$ cat src/rtl/imm_inserter.sv
// imm_inserter: scatters a 32-bit immediate into the RV32I immediate field of a
// base instruction word, flags immediates that cannot be represented, and
// presents the encoded word through a single registered valid/ready stage.
// Optional feature macro: IMM_INSERTER_LI_EXPAND_EN. When it is defined, an
// out-of-range ADDI immediate is split into a LUI + ADDI pair.
`timescale 1ns/1ps

module imm_inserter (
    input  logic        clk,
    input  logic        rst,
    input  logic        in_valid,
    output logic        in_ready,
    input  logic [31:0] base,
    input  logic [31:0] imm,
    input  logic [2:0]  imm_type,
    output logic        out_valid,
    input  logic        out_ready,
    output logic [31:0] out,
    output logic        out_err,
    output logic [15:0] word_cnt
);

    localparam logic [2:0] I_TYPE       = 3'b000;
    localparam logic [2:0] B_TYPE       = 3'b001;
    localparam logic [2:0] S_TYPE       = 3'b010;
    localparam logic [2:0] U_TYPE       = 3'b011;
    localparam logic [2:0] J_TYPE       = 3'b100;
    localparam logic [2:0] SHAMT_TYPE   = 3'b101;
    localparam logic [2:0] CSR_TYPE     = 3'b110;
    localparam logic [2:0] DEFAULT_TYPE = 3'b111;

`ifdef IMM_INSERTER_LI_EXPAND_EN
    typedef enum logic [1:0] {EMPTY, FULL, PEND} state_t;
`else
    typedef enum logic [1:0] {EMPTY, FULL} state_t;
`endif

    state_t      state;
    state_t      next_state;
    logic [31:0] enc_word;
    logic        enc_err;
    logic        accept;
    logic        transfer;
    logic        load_new;
    logic        split_req;
    logic [31:0] first_word;
    logic        first_err;

    // Build the encoded word by keeping the non-immediate base bits and splicing in the immediate, plus the range check
    always_comb begin
        enc_word = base;
        enc_err  = 1'b0;
        case (imm_type)
            I_TYPE: begin
                enc_word = {imm[11:0], base[19:0]};
                enc_err  = !((&imm[31:11]) || !(|imm[31:11]));
            end
            S_TYPE: begin
                enc_word = {imm[11:5], base[24:12], imm[4:0], base[6:0]};
                enc_err  = !((&imm[31:11]) || !(|imm[31:11]));
            end
            B_TYPE: begin
                enc_word = {imm[12], imm[10:5], base[24:12], imm[4:1], imm[11], base[6:0]};
                enc_err  = !((&imm[31:12]) || !(|imm[31:12])) || imm[0];
            end
            U_TYPE: begin
                enc_word = {imm[31:12], base[11:0]};
                enc_err  = |imm[11:0];
            end
            J_TYPE: begin
                enc_word = {imm[20], imm[10:1], imm[11], imm[19:12], base[11:0]};
                enc_err  = !((&imm[31:20]) || !(|imm[31:20])) || imm[0];
            end
            SHAMT_TYPE: begin
                enc_word = {base[31:25], imm[4:0], base[19:0]};
                enc_err  = |imm[31:5];
            end
            CSR_TYPE: begin
                enc_word = {base[31:20], imm[4:0], base[14:0]};
                enc_err  = |imm[31:5];
            end
            DEFAULT_TYPE: begin
                enc_word = base;
                enc_err  = 1'b0;
            end
            default: begin
                enc_word = base;
                enc_err  = 1'b0;
            end
        endcase
    end

`ifdef IMM_INSERTER_LI_EXPAND_EN
    logic [19:0] li_hi;
    logic [31:0] lui_word;
    logic [31:0] addi_word;
    logic [31:0] second_word;
    logic        load_second;

    // Work out the LUI/ADDI pair; adding 0x800 only carries into bit 12 when imm[11] is set, and the low part is always imm[11:0]
    always_comb begin
        li_hi     = imm[31:12] + {19'd0, imm[11]};
        lui_word  = {li_hi, base[11:7], 7'b0110111};
        addi_word = {imm[11:0], base[11:7], base[14:12], base[11:7], base[6:0]};
        split_req = (imm_type == I_TYPE) && (base[6:0] == 7'b0010011) &&
                    (base[14:12] == 3'b000) && enc_err;
    end
`else
    assign split_req = 1'b0;
`endif

    // Choose what gets loaded into the output register on an accept
    always_comb begin
        first_word = split_req ? lui_word_sel() : enc_word;
        first_err  = split_req ? 1'b0 : enc_err;
    end

    function automatic logic [31:0] lui_word_sel();
`ifdef IMM_INSERTER_LI_EXPAND_EN
        return lui_word;
`else
        return enc_word;
`endif
    endfunction

    assign out_valid = (state != EMPTY);
    assign in_ready  = (state == EMPTY) || ((state == FULL) && out_ready);
    assign accept    = in_valid && in_ready;
    assign transfer  = out_valid && out_ready;

    // State register
    always_ff @(posedge clk) begin
        if (rst) begin
            state <= EMPTY;
        end else begin
            state <= next_state;
        end
    end

    // Next-state and load decisions for the output stage
    always_comb begin
        next_state = state;
        load_new   = 1'b0;
`ifdef IMM_INSERTER_LI_EXPAND_EN
        load_second = 1'b0;
`endif
        case (state)
            EMPTY: begin
                if (accept) begin
                    load_new = 1'b1;
`ifdef IMM_INSERTER_LI_EXPAND_EN
                    next_state = split_req ? PEND : FULL;
`else
                    next_state = FULL;
`endif
                end
            end
            FULL: begin
                if (out_ready) begin
                    if (accept) begin
                        load_new = 1'b1;
`ifdef IMM_INSERTER_LI_EXPAND_EN
                        next_state = split_req ? PEND : FULL;
`else
                        next_state = FULL;
`endif
                    end else begin
                        next_state = EMPTY;
                    end
                end
            end
`ifdef IMM_INSERTER_LI_EXPAND_EN
            PEND: begin
                if (out_ready) begin
                    load_second = 1'b1;
                    next_state  = FULL;
                end
            end
`endif
            default: begin
                next_state = EMPTY;
            end
        endcase
    end

    // Output word, error flag, held second word and transfer counter
    always_ff @(posedge clk) begin
        if (rst) begin
            out      <= 32'd0;
            out_err  <= 1'b0;
            word_cnt <= 16'd0;
`ifdef IMM_INSERTER_LI_EXPAND_EN
            second_word <= 32'd0;
`endif
        end else begin
            if (transfer) begin
                word_cnt <= word_cnt + 16'd1;
            end
            if (load_new) begin
                out     <= first_word;
                out_err <= first_err;
`ifdef IMM_INSERTER_LI_EXPAND_EN
                second_word <= addi_word;
`endif
            end
`ifdef IMM_INSERTER_LI_EXPAND_EN
            if (load_second) begin
                out     <= second_word;
                out_err <= 1'b0;
            end
`endif
        end
    end

endmodule

$ cat config.mk
export PLATFORM = sky130hd
export DESIGN_NAME = imm_inserter
export DESIGN_NICKNAME = d
export VERILOG_FILES = /design/src/rtl/imm_inserter.sv
export SDC_FILE = /design/constraint.sdc
export NUM_CORES = 1
export LEC_CHECK = 0
export BUFFER_PORTS_ARGS = -buffer_cell sky130_fd_sc_hd__buf_2
export CAP_MARGIN = 5
export CORE_AREA = 5 5 95 97
export DETAILED_ROUTE_END_ITERATION = 12
export DIE_AREA = 0 0 100 102
export PLACE_DENSITY = 0.58
export SETUP_SLACK_MARGIN = 0.05
export SLEW_MARGIN = 20
export SYNTH_ARGS = -nofsm -noshare
export SYNTH_HDL_FRONTEND = slang
export SYNTH_SLANG_ARGS = --single-unit
$ cat constraint.sdc
create_clock -name clk -period 3.6 [get_ports clk]
set_clock_uncertainty 0.1 [all_clocks]
set_input_delay 0 -clock clk [delete_from_list [all_inputs] [get_ports clk]]
set_output_delay 0 -clock clk [all_outputs]
set_load 0.01 [all_outputs]
* After elaboration in Yosys (flattened, before gate mapping)
Index checks and enable logic that the tools add are counted.
Cells by class: reductions and logical operators 29, add/sub/neg operators 1, mux-type cells 9, equality and inequality tests 10
Operators with widths (number):
- one-hot mux 32 bit (8 select lines) | 1
- OR reduction 27 bit | 1
- OR reduction 12 bit | 2
- AND reduction 21 bit | 1
- OR reduction 21 bit | 1
- AND reduction 20 bit | 1
- OR reduction 20 bit | 1
- adder 16 x 1 -> 16 bit (second input constant) | 1
- == test 3 bit (second input constant) | 4
- AND reduction 12 bit | 1
- == test 3 x 2 -> 1 bit (second input constant) | 2
- logical NOT 1 bit | 6
- logical OR 1 bit | 6
- one-hot mux 1 bit (6 select lines) | 1
- two-way mux 2 bit | 2
- inequality test 2 bit (second input constant) | 2
- one-hot mux 2 bit (2 select lines) | 1
- OR reduction 2 bit | 2
- == test 3 x 1 -> 1 bit (second input constant) | 1
- logical AND 1 bit | 3
- logical NOT 3 bit | 1
- two-way mux 1 bit | 3
- == test 2 x 1 -> 1 bit (second input constant) | 1
- logical NOT 2 bit | 1
- other kinds (3) | 3
Storage, ports and cells: output and inout bits 51, flip-flop bits (word level) 51

* Depth between registers and ports, before layout
Gate-level depths: netlist (run 1).
depth after elaboration 7, gate-level depth with buffers 8, mapped depth without buffers 5

* Worst setup path before layout (run 1)
Ideal clock, no wire load.
kind reg-to-reg, start point register word_cnt[3], end point register word_cnt[12], library setup time 128 ps, period minus slack after synthesis 1568 ps, arrival 1340 ps, stages on the path, launching flop included 7, path slack 2032 ps, path through dfxtp_1 and4_1 and4_1 clkbuf_1 nand4_1 xor2_1 nor2_1
On the way: longest elaborated chain between the ends 1
RTL lines:
- start: declaration | RTL line 20 | output logic [15:0] word_cnt
- start signal: assignment | RTL line 197 | word_cnt <= word_cnt + 16'd1;
- adder 16 x 1 -> 16 bit | RTL line 197
Every way passes these cells. A chain may end at the register's enable or synchronous reset.

* Worst setup path in the final report (run 1)
start point input port imm_type[1], end point register out[12]
On the way: longest elaborated chain between the ends 2
RTL lines:
- start: declaration | RTL line 15 | input logic [2:0] imm_type,
- == test 3 bit (tied with other cells) | RTL line 53 | case (imm_type)
- one-hot mux 32 bit (8 select lines) (*) | RTL line 53
- end signal: assignment | RTL line 200 | out <= first_word;
- end: declaration | RTL line 18 | output logic [31:0] out,
Every way passes the cells marked *; elsewhere a longest branch is shown, timed or not. The select of a mux whose other input is x is not followed.

==> impl_results.md, run 1 <==
* Status: finished, final reports clean
* Final setup margin at 1.56 ns
* Relative slew margins at 35.5%
* Setup tns final at 0 ns
* Share of cells above drive strength 1 at 28.8%
* Async S/R FF share, synth at 0%
* Switching power at 374 uW
* PostCTS Resize Cnt at 0
* N_diodes at 0
* Clk pwr share at 33.2%
* Residual DRC at 0
* Filler cells at 845
* Final HPWL DP at 6.61 mm
* Initial DRC Count at 195
* Via count at 2982
* CTS root buf: clkbuf_8
* Clock-pin slew on the worst setup and hold paths at 0.10 ns
* Number of global-route vias before repair at 2929
* Gate Count Post-Synth at 348
* Seq cells post-synth at 50
* Slew @ Worst Pin at 0.968 ns
* DRT Pass-1 Iters at 6
* Hold_sp: base[21]
* Worst Hold Endpoint: out[21]
* Count of final setup violators at 0
* CTS tree: yes
* Routed WL at 9.00 mm
* Seq/Total Area, Yosys at 36.9%
* Synthesized cell area at 0.00271 mm2
* Mapped Avg Cell Area at 7.79 um2
* # IOs at 122
* Core ar. at 0.00805 mm2
* Worst r2r path cells at 5
* Chip height at 102 um
* CP Max Fanout at 26
* FF-to-FF Start: state[0]
* Clock Tree Buf Depth at 2
* Flop pwr share at 45.8%
* H-tree levels at 2
* GRT Residual Overflow at 0
* Die W at 100 um
* Yosys cell types at 46
* Placer Congestion at 0.859
* Die Area at 0.0102 mm2
* WS Path Type: input port to flip-flop
* Slew Limit Fails at 0
* Peak VDD IR at 0.221 mV
* Initial antenna violation count at 0
* Nets@finish at 547
* Reg2reg end: out_err
* Number of enable flip-flop cells after synthesis at 0
* Layout area overhead at 36.2%
* Switching Share at 28.5%
* Clock sink count at 50
* Antenna Nets Post-Route at 0
* All-Layer GR Usage at 17.7%
* Fin crit period at 2.04 ns
* Pleak at 0.00167 uW
* Logic pwr share at 21.0%
* Hold Path Cell Cnt at 5
* Number of max-cap violations at 0
* Internal Power at 936 uW
* Syn nets at 420
* CTS buffer count at 5
* Dpl ws at 1.80 ns
* Pin count of the biggest net entering global routing at 52
* WP data required at 3.72 ns
* Final number of hold-violating endpoints at 0
* Arr. time, crit path at 2.16 ns
* Post-DR vias/cell at 5.13
* Crit end category: flip-flop
* Row cnt at 33
* Avg WL per Cell at 15.5 um
* RSZ-0062 raised after global routing: no
* IO Port Bufs at 121
* Ys flop type: dfxtp_1
* Flop2flop setup slack at 1.91 ns
* P per Cell Area at 355 mW/mm2
* Max Clk Rate at 0.491 GHz
* CP startpoint kind: input port
* Yosys warning total at 0
* Initial Util at 33.7%
* Worst min-delay path category: input port to flip-flop
* Final Cycle Share at 56.6%
* Worst-Skew Late Latency at 0.31 ns
* Global-route wire length before repair at 14.5 mm
## cells by family (layout without fill, tap and decap cells)
logic type                 after synthesis  count (layout)  synth area share, %
AOI/OAI and AO/OA                       77              77                 19.0
xor gates and xnor gates                15              15                 4.84
adders and majority gates                1               1                0.461
buffers and inverters                   31             159                 5.77
DFF                                     50              50                 36.9
muxes                                    9               9                 3.32
and+or+nand+nor                        165             165                 29.7
## worst max-delay path, cell delays in order
cell and delay [ns]:
buf_2 0.35, and2_1 0.52, and2b_4 0.30, a21oi_4 0.06
mux2i_1 0.14, dlygate4sd3_1 0.55, a211oi_1 0.22
## state kept, by name, indices dropped and copies added (netlist names)
signal    count
out_err       1
out          32
word_cnt     16
state         1
## cell usage in the layout, fill, tap and decap left out, types with 2 or more instances in the layout
cell / instances
a31oi_1: 2
dlygate4sd3_1: 26
a21oi_1: 28
and3_1: 5
nand4_1: 10
xnor2_1: 3
nand2_1: 57
a222oi_1: 6
nand3_1: 14
a211oi_1: 14
nor3_1: 10
nand2b_1: 5
o211ai_1: 6
o21ai_1: 4
o22ai_1: 9
nor4_1: 5
mux2i_1: 9
or3_1: 3
inv_2: 2
xor2_1: 12
and4_1: 3
clkbuf_8: 6
and2_1: 6
buf_2: 121
nor2_1: 38
dfxtp_1: 50
## routing by layer
layer	share of wire, %	vias up	track usage [%]	wire (um)
met4	1.9	0	5.70	172
met3	6.9	16	3.62	620
met1	44	1339	22.5	3940
met2	47	126	30.1	4270
li1	-	1501	-	-
met5	0	-	0	0
## through the flow
step	instances	hold slack, ns	power, uW	util (%)	area (um2)
6_report	581	0.0160	1310	45.9	3690
3_5_place_dp	547	0.149	864	41.1	3310
5_1_grt	581	0.0409	1380	45.9	3690
4_1_cts	581	0.00434	1330	45.9	3690
3_3_place_gp	547	0.144	861	41.1	3310
2_1_floorplan	348	0.0295	757	-	2710
## worst max-delay path by stage
stage                 from      endpoint  slack (ns)
2_1_floorplan  word_cnt[3]  word_cnt[12]        2.03
3_3_place_gp   imm_type[1]        out[7]        1.84
3_5_place_dp   imm_type[1]       out[13]        1.80
4_1_cts        imm_type[1]       out[12]        1.59
5_1_grt        imm_type[1]        out[9]        1.42
6_report       imm_type[1]       out[12]        1.56
## what timing repair did
item / CTS / global route
setup endpoints to repair: 0 / 0
hold buffers: 26 / 0
hold endpoints to repair: 20 / 0
setup buffers: 0 / 0
## power by group through the flow
stage          sequential (uW)  clock [uW]  combinational (uW)
3_3_place_gp               612           0                 249
3_5_place_dp               613           0                 251
2_1_floorplan              625           0                 132
6_report                   600         435                 275
4_1_cts                    600         452                 277
5_1_grt                    604         471                 306
## cell usage after synthesis (all sizes together) (2+ instances only)
cell / number / area (um2)
a211oi: 14 / 105
a21oi: 29 / 156
a222oi: 6 / 60.1
a31oi: 2 / 12.5
and2: 7 / 46.3
and3: 5 / 31.3
and4: 3 / 26.3
buf: 14 / 92.6
clkbuf: 14 / 52.6
dfxtp: 50 / 1000
inv: 3 / 11.3
mux2i: 9 / 90.1
nand2: 57 / 214
nand2b: 5 / 31.3
nand3: 14 / 70.1
nand4: 10 / 62.6
nor2: 39 / 163
nor3: 10 / 50.1
nor4: 6 / 43.8
o211ai: 6 / 45.0
o21ai: 4 / 20.0
o22ai: 9 / 56.3
or3: 3 / 18.8
xnor2: 3 / 26.3
xor2: 12 / 105
## final cells by class
| class | count | area [um2] | area share [%] |
|---|---|---|---|
| clock inverters | 2 | 38.8 | 1.05 |
| clock buffers | 6 | 82.6 | 2.24 |
| repair buffers | 148 | 873 | 23.6 |
| inverters | 3 | 11.3 | 0.305 |
| flip-flops and latches | 50 | 1000 | 27.1 |
| multi-input cells | 267 | 1560 | 42.1 |
| well taps | 105 | 131 | 3.56 |
Power figures use the tool's default switching activity.
==> run 2, diff against run 1 <==
--- a/config.mk
+++ b/config.mk
@@ -5,6 +5,7 @@
 export SDC_FILE = /design/constraint.sdc
 export NUM_CORES = 1
 export LEC_CHECK = 0
+export ABC_AREA = 1
 export BUFFER_PORTS_ARGS = -buffer_cell sky130_fd_sc_hd__buf_2
 export CAP_MARGIN = 5
 export CORE_AREA = 5 5 95 97
==> constraint.sdc (replaced) <==
create_clock -name clk -period 2 [get_ports clk]
set_clock_uncertainty 0.1 [all_clocks]
set_input_delay 0 -clock clk [delete_from_list [all_inputs] [get_ports clk]]
set_output_delay 0 -clock clk [all_outputs]
set_load 0.01 [all_outputs]
==> run 2 against run 1 <==
Compared with the run above:
- the flow now finishes with violations (hold timing)
- global-route usage grew 0.60 points
- critical path depth stayed put
- core utilization rose by 5.2 points
- via count rose by 9.8%
- sequential power up 82%
- combinational power is 110% higher
- setup slack lost 1.4 ns
- die area stayed put
- register-to-register slack worse by 1.7 ns
- final cell count is 16% higher
- routed wire length up 5.4%
- first-iteration DRC count fell by 25%
- critical path type unchanged
- largest power group unchanged
==> impl_results.md, run 2 <==
* CP most frequent cell: dlygate4sd3_1
* CP Max Fanout at 34 (was 26)
* Most common cell in the netlist: nor2_1 (was nand2_1)
* Worst min-delay path category: input port to flip-flop (unchanged)
* Leading cell types by count after synthesis: 71 x nor2_1, 66 x nand2_1, 50 x dfxtp_1 (was 57 x nand2_1, 50 x dfxtp_1, 38 x nor2_1)
* Setup bufs post-CTS at 0 (unchanged)
* CTS tree: yes (unchanged)
* Largest reg by FF count: out (unchanged)
* Count of final setup violators at 0 (unchanged)
* Initial DRC Count at 147 (was 195)
* Status: finished with violations (was finished, final reports clean)
* Yosys warning total at 0 (unchanged)
* Post-synth top area cell: dfxtp_1 (unchanged)
* Clock sink count at 50 (unchanged)
* Async S/R FF share, synth at 0% (unchanged)
* Final Cycle Share at 92.6%
* Global-route wire length before repair at 15.0 mm (was 14.5 mm)
* Dpl ws at 0.251 ns (was 1.80 ns)
* Setup tns final at 0 ns (unchanged)
* N_diodes at 0 (unchanged)
* Slowest stage cell, crit path: dlygate4sd3_1 (unchanged)
* Final Util at 51.0% (was 45.9%)
* Share of cells above drive strength 1 at 28.9% (was 28.8%)
* Largest cells by area after synthesis: dfxtp_1 37%, nor2_1 9.8%, nand2_1 9.1% (was dfxtp_1 37%, nand2_1 7.9%, nor2_1 5.3%)
* Slew Limit Fails at 0 (unchanged)
* Clock Tree Buf Depth at 2 (unchanged)
* Antenna Nets Post-Route at 0 (unchanged)
* CP Cell Sequence: dlygate4sd3_1 -> buf_2 -> clkinvlp_4 -> buf_12 -> o21ai_0 -> a31oi_1 -> dlygate4sd3_1 (was buf_2 -> and2_1 -> and2b_4 -> a21oi_4 -> mux2i_1 -> dlygate4sd3_1 -> a211oi_1)
* Fin crit period at 1.85 ns
* Number of enable flip-flop cells after synthesis at 0 (unchanged)
* CP top delay family: buffers and inverters (unchanged)
* Ys flop type: dfxtp_1 (unchanged)
* P per Cell Area at 556 mW/mm2 (was 355 mW/mm2)
* DRT Pass-1 Iters at 4 (was 6)
* Layout area overhead at 50.9% (was 36.2%)
* Filler cells at 843 (was 845)
* Sequential cell area at 0.00100 mm2 (unchanged)
* Core ar. at 0.00805 mm2 (unchanged)
* CP startpoint kind: input port (unchanged)
* CTS buffer count at 5 (unchanged)
* Worst path depth at 7 (unchanged)
* Mapped Avg Cell Area at 6.77 um2 (was 7.79 um2)
* Clock-pin slew on the worst setup and hold paths at 0.09 ns (was 0.10 ns)
* Chip height at 102 um (unchanged)
* Worst Hold Endpoint: out[13] (was out[21])
* FF-to-FF Start: state[0] (unchanged)
* Placer Congestion at 0.874 (was 0.859)
* Initial Util at 33.8% (was 33.7%)
* Multi-input combinational cell area at 0.00155 mm2 (was 0.00156 mm2)
* Number of global-route vias before repair at 3154 (was 2929)
* Final number of hold-violating endpoints at 1 (was 0)
* Gate Count Post-Synth at 402 (was 348)
* Peak VDD IR at 0.379 mV (was 0.221 mV)
* Seq/Total Area, Yosys at 36.8% (was 36.9%)
* Crit end category: flip-flop (unchanged)
* GRT Residual Overflow at 0 (unchanged)
* All-Layer GR Usage at 18.3% (was 17.7%)
* Synthesized cell area at 0.00272 mm2 (was 0.00271 mm2)
* Largest registers: out: 32 flops, word_cnt: 16 flops (unchanged)
* Die Area at 0.0102 mm2 (unchanged)
* RSZ-0062 raised after global routing: yes (was no)
* Row cnt at 33 (unchanged)
* WS Path Type: input port to flip-flop (unchanged)
* Yosys cell types at 37 (was 46)
* Final setup margin at 0.148 ns (was 1.56 ns)
* Hold_sp: base[13] (was base[21])
* Slew @ Worst Pin at 0.844 ns (was 0.968 ns)
* Pleak at 0.00198 uW (was 0.00167 uW)
* Nets@finish at 641 (was 547)
* IO Port Bufs at 121 (unchanged)
* Pin count of the biggest net entering global routing at 35 (was 52)
* Worst path max stage delay at 0.57 ns (was 0.55 ns)
* Syn nets at 474 (was 420)
* Flop2flop setup slack at 0.18 ns (was 1.91 ns)
* Reg2reg end: out[20] (was out_err)
* Relative slew margins at 43.6% (was 35.5%)
* Bufs and invs on worst path at 5 (was 2)
* Failing checks: hold timing
* WP data required at 2.10 ns (was 3.72 ns)
* Seq cells post-synth at 50 (unchanged)
* Avg WL per Cell at 14.1 um (was 15.5 um)
* Commonest non-fill, non-tap cell in the layout: buf_2 (unchanged)
* # IOs at 122 (unchanged)
* Via count at 3273 (was 2982)
* Max Clk Rate at 0.540 GHz
* Synth top area share at 36.8% (was 36.9%)
* Routed WL at 9.49 mm (was 9.00 mm)
* Post-DR vias/cell at 4.85 (was 5.13)
* Largest register FFs at 32 (unchanged)
* Arr. time, crit path at 1.95 ns (was 2.16 ns)
* Most frequent cells in the layout: 121 x buf_2, 71 x nor2_1, 65 x nand2_1 (was 121 x buf_2, 57 x nand2_1, 50 x dfxtp_1)
* Worst-Skew Late Latency at 0.31 ns (about the same)
* H-tree levels at 2 (unchanged)
* CTS root buf: clkbuf_8 (unchanged)
* Hold Path Cell Cnt at 5 (unchanged)
* Worst r2r path cells at 7 (was 5)
* Die W at 100 um (unchanged)
* Initial antenna violation count at 0 (unchanged)
* Final HPWL DP at 7.08 mm (was 6.61 mm)
* Residual DRC at 0 (unchanged)
* Hold WS at -0.00284 ns (was 0.0160 ns)
* Number of max-cap violations at 0 (unchanged)
[run 2: how the worst max path moves through the flow]
stage	slack, ns	endpoint	from
floorplan	0.35	word_cnt[12]	word_cnt[0]
global placement	0.32	word_cnt[12]	word_cnt[0]
detailed placement	0.25	word_cnt[12]	word_cnt[0]
CTS	0.06	out[19]	out_ready
global route	0.05	out[20]	rst
finish	0.15	out[20]	rst
[run 2: worst register-to-register path, delay by kind of cell (launching register included)]
family	cells	cell delay, ns
and+or+nand+nor	2	0.23
buffers and inverters	3	0.82
DFF	1	0.37
AOI/OAI and AO/OA	2	0.22
[run 2: stage by stage]
step	cell area, um2	total power (uW)	cells
2_1_floorplan	2720	1350	402
6_report	4110	2280	675
4_1_cts	4020	2290	674
3_5_place_dp	3460	1570	620
5_1_grt	4110	2420	675
3_3_place_gp	3460	1570	620
[run 2: repair_timing]
action	CTS	global route
gates resized for setup	0	14
hold buffers	46	0
endpoints found under the setup margin	0	12
endpoints found under the hold margin	39	0
[run 2: metal layers]
metal	vias to the layer above	share of wire (%)	track usage, %
met5	-	0	0
met4	0	1.7	5.28
met3	14	6.7	4.10
met2	107	47	30.4
met1	1465	44	23.9
li1	1687	-	-
[run 2: report_power, final]
group / leakage (uW) / internal (uW) / switching, uW / total, uW
combinational: 0.00152 / 265 / 305 / 571
clock: 0.0000472 / 279 / 348 / 627
sequential: 0.000411 / 1050 / 31.1 / 1090
[run 2: kinds of logic after synthesis]
kind of cell	share of synthesized area, %
and+or+nand+nor	31.2
buffers and inverters	8.23
adders and majority gates	0.459
DFF	36.8
AOI/OAI and AO/OA	22.4
xor gates and xnor gates	0.965
[run 2: cell type report]
cell class	count	share of cell area, %
repair buffers	172	28.1
clock buffers	6	2.01
multi-input cells	294	37.7
clock inverters	2	0.305
inverters	46	4.35
flip-flops and latches	50	24.4
well taps	105	3.20
==> run 3, diff against run 2 <==
--- a/config.mk
+++ b/config.mk
@@ -8,10 +8,10 @@
 export ABC_AREA = 1
 export BUFFER_PORTS_ARGS = -buffer_cell sky130_fd_sc_hd__buf_2
 export CAP_MARGIN = 5
-export CORE_AREA = 5 5 95 97
+export CORE_AREA = 5 5 84 86
 export DETAILED_ROUTE_END_ITERATION = 12
-export DIE_AREA = 0 0 100 102
-export PLACE_DENSITY = 0.58
+export DIE_AREA = 0 0 89 91
+export PLACE_DENSITY = 0.73
 export SETUP_SLACK_MARGIN = 0.05
 export SLEW_MARGIN = 20
 export SYNTH_ARGS = -nofsm -noshare
==> run 3 against run 2 <==
Compared with the run above:
- the flow now finishes without violations
- worst hold slack improved by 0.023 ns
- cell area fell by 0.21%
- flip-flop and latch count did not move
- die area fell by 21%
- setup slack got worse by 0.024 ns
- core utilization rose by 15 points
- register-to-register slack got worse by 0.05 ns
- final cell count fell by 3.4%
- sequential power barely moved
==> impl_results.md, run 3 (same netlist as run 2, synthesis figures left out) <==
* Most frequent cells in the layout: 121 x buf_2, 71 x nor2_1, 65 x nand2_1 (unchanged)
* Bufs and invs on worst path at 5 (unchanged)
* Final HPWL DP at 6.63 mm (was 7.08 mm)
* Worst min-delay path category: input port to flip-flop (unchanged)
* Worst path max stage delay at 0.56 ns (was 0.57 ns)
* All-Layer GR Usage at 22.5% (was 18.3%)
* Routed WL at 9.28 mm (was 9.49 mm)
* CTS tree: yes (unchanged)
* Worst r2r path cells at 6 (was 7)
* Clock Tree Buf Depth at 2 (unchanged)
* DRT Pass-1 Iters at 5 (was 4)
* Fin crit period at 1.88 ns (was 1.85 ns)
* Worst-Skew Late Latency at 0.30 ns (was 0.31 ns)
* Core ar. at 0.00620 mm2 (was 0.00805 mm2)
* Met2 wire len at 4.39 mm (was 4.48 mm)
* Largest register FFs at 32 (unchanged)
* CP startpoint kind: input port (unchanged)
* P per Cell Area at 577 mW/mm2 (was 556 mW/mm2)
* CP Max Fanout at 26 (was 34)
* Initial DRC Count at 214 (was 147)
* Final Util at 66.1% (was 51.0%)
* Slowest stage cell, crit path: dlygate4sd3_1 (unchanged)
* Crit end category: flip-flop (unchanged)
* Placer Congestion at 0.914 (was 0.874)
* Antenna Nets Post-Route at 0 (unchanged)
* Avg WL per Cell at 14.2 um (was 14.1 um)
* Number of global-route vias before repair at 3349 (was 3154)
* GRT Residual Overflow at 0 (unchanged)
* Setup tns final at 0 ns (unchanged)
* Reg2reg end: out[29] (was out[20])
* Max Clk Rate at 0.533 GHz (was 0.540 GHz)
* WS Path Type: input port to flip-flop (unchanged)
* Largest registers: out: 32 flops, word_cnt: 16 flops (unchanged)
* Share of cells above drive strength 1 at 28.3% (was 28.9%)
* Hold_sp: base[24] (was base[13])
* H-tree levels at 2 (unchanged)
* Residual DRC at 0 (unchanged)
* # IOs at 122 (unchanged)
* Number of max-cap violations at 0 (unchanged)
* CTS buffer count at 5 (unchanged)
* FF-to-FF Start: state[0] (unchanged)
* Initial Util at 43.9% (was 33.8%)
* Die Area at 0.00810 mm2 (was 0.0102 mm2)
* Chip height at 91 um (was 102 um)
* Worst Hold Endpoint: out[24] (was out[13])
* Commonest non-fill, non-tap cell in the layout: buf_2 (unchanged)
* Fin cells at 652 (was 675)
* Global-route wire length before repair at 14.9 mm (was 15.0 mm)
* Row cnt at 29 (was 33)
* Final number of hold-violating endpoints at 0 (was 1)
* Nets@finish at 646 (was 641)
* Peak VDD IR at 0.503 mV (was 0.379 mV)
* Pleak at 0.00199 uW (was 0.00198 uW)
* Arr. time, crit path at 1.97 ns (was 1.95 ns)
* Met3 WL at 741 um (was 638 um)
* CTS root buf: clkbuf_8 (unchanged)
* N_diodes at 0 (unchanged)
* Initial antenna violation count at 0 (unchanged)
* CP Cell Sequence: dlygate4sd3_1 -> buf_2 -> inv_1 -> nand2_1 -> nand2_2 -> buf_6 -> a221oi_1 -> a21oi_1 -> dlygate4sd3_1 (was dlygate4sd3_1 -> buf_2 -> clkinvlp_4 -> buf_12 -> o21ai_0 -> a31oi_1 -> dlygate4sd3_1)
* Die W at 89 um (was 100 um)
* Final Cycle Share at 93.8% (was 92.6%)
* Via count at 3377 (was 3273)
* Hold Path Cell Cnt at 5 (unchanged)
* Flop2flop setup slack at 0.13 ns (was 0.18 ns)
* Post-DR vias/cell at 5.18 (was 4.85)
* RSZ-0062 raised after global routing: no (was yes)
* WP data required at 2.09 ns (was 2.10 ns)
* Worst path depth at 9 (was 7)
* CP top delay family: buffers and inverters (unchanged)
* Largest reg by FF count: out (unchanged)
* Count of final setup violators at 0 (unchanged)
* Slew Limit Fails at 0 (unchanged)
* Filler cells at 554 (was 843)
* Inst Count DP at 591 (was 620)
* Top Metal Used: met4 (unchanged)
* Slew @ Worst Pin at 0.655 ns (was 0.844 ns)
* Relative slew margins at 55.9% (was 43.6%)
* Clock-pin slew on the worst setup and hold paths at 0.09 ns (about the same)
* Met1 WL at 3.88 mm (was 4.21 mm)
* IO Port Bufs at 121 (unchanged)
* Clock sink count at 50 (unchanged)
* Layout area overhead at 50.6% (was 50.9%)
* Hold WS at 0.0203 ns (was -0.00284 ns)
* Pin count of the biggest net entering global routing at 35 (unchanged)
* CP most frequent cell: dlygate4sd3_1 (unchanged)
* Status: finished, final reports clean (was finished with violations)
==> run 3: worst max-delay path by stage <==
stage                     start           end  slack (ns)
finish                out_ready       out[29]        0.12
global route          out_ready       out[28]        0.04
global placement    word_cnt[1]  word_cnt[12]        0.33
CTS                    state[0]       out[27]        0.07
detailed placement  word_cnt[1]  word_cnt[12]        0.25
floorplan           word_cnt[0]  word_cnt[12]        0.35
==> run 3: layout make-up <==
class / count / area, um2 / area share, %
Multi-Input combinational cell: 294 / 1520 / 37.0
Timing Repair Buffer: 177 / 1190 / 29.1
Sequential cell: 50 / 1000 / 24.4
Inverter: 46 / 179 / 4.36
Tap cell: 77 / 96.3 / 2.35
Clock buffer: 6 / 72.6 / 1.77
Clock inverter: 2 / 37.5 / 0.915
==> run 3: timing repair <==
item                       4_1_cts  5_1_grt
setup buffers                    0        3
hold buffers                    49        0
hold endpoints to repair        38        0
resized for setup                0        9
setup endpoints to repair        0        9
==> run 3: tightest hold or removal path, cell delays in order <==
cell and delay (ns):
buf_2 0.08, a22oi_1 0.08, o211ai_1 0.09, o211ai_1 0.09
inv_1 0.05
==> run 3: report_power, final <==
part	total (uW)	internal (uW)	switching, uW
Combinational	572	269	304
Sequential	1080	1050	30.3
Clock	708	374	334
Total	2360	1700	668
==> run 3: through the flow <==
step                setup WS (ns)  total power, uW  area [um2]
floorplan                   0.351             1350        2720
global placement            0.330             1560        3420
finish                      0.124             2360        4100
CTS                        0.0684             2360        4020
detailed placement          0.255             1560        3420
global route               0.0414             2500        4100
==> run 3: layer usage <==
layer,global-route usage [%],vias to the layer above
met5,0,-
met3,4.98,26
met4,7.94,0
li1,-,1696
met2,38.0,157
met1,27.8,1498
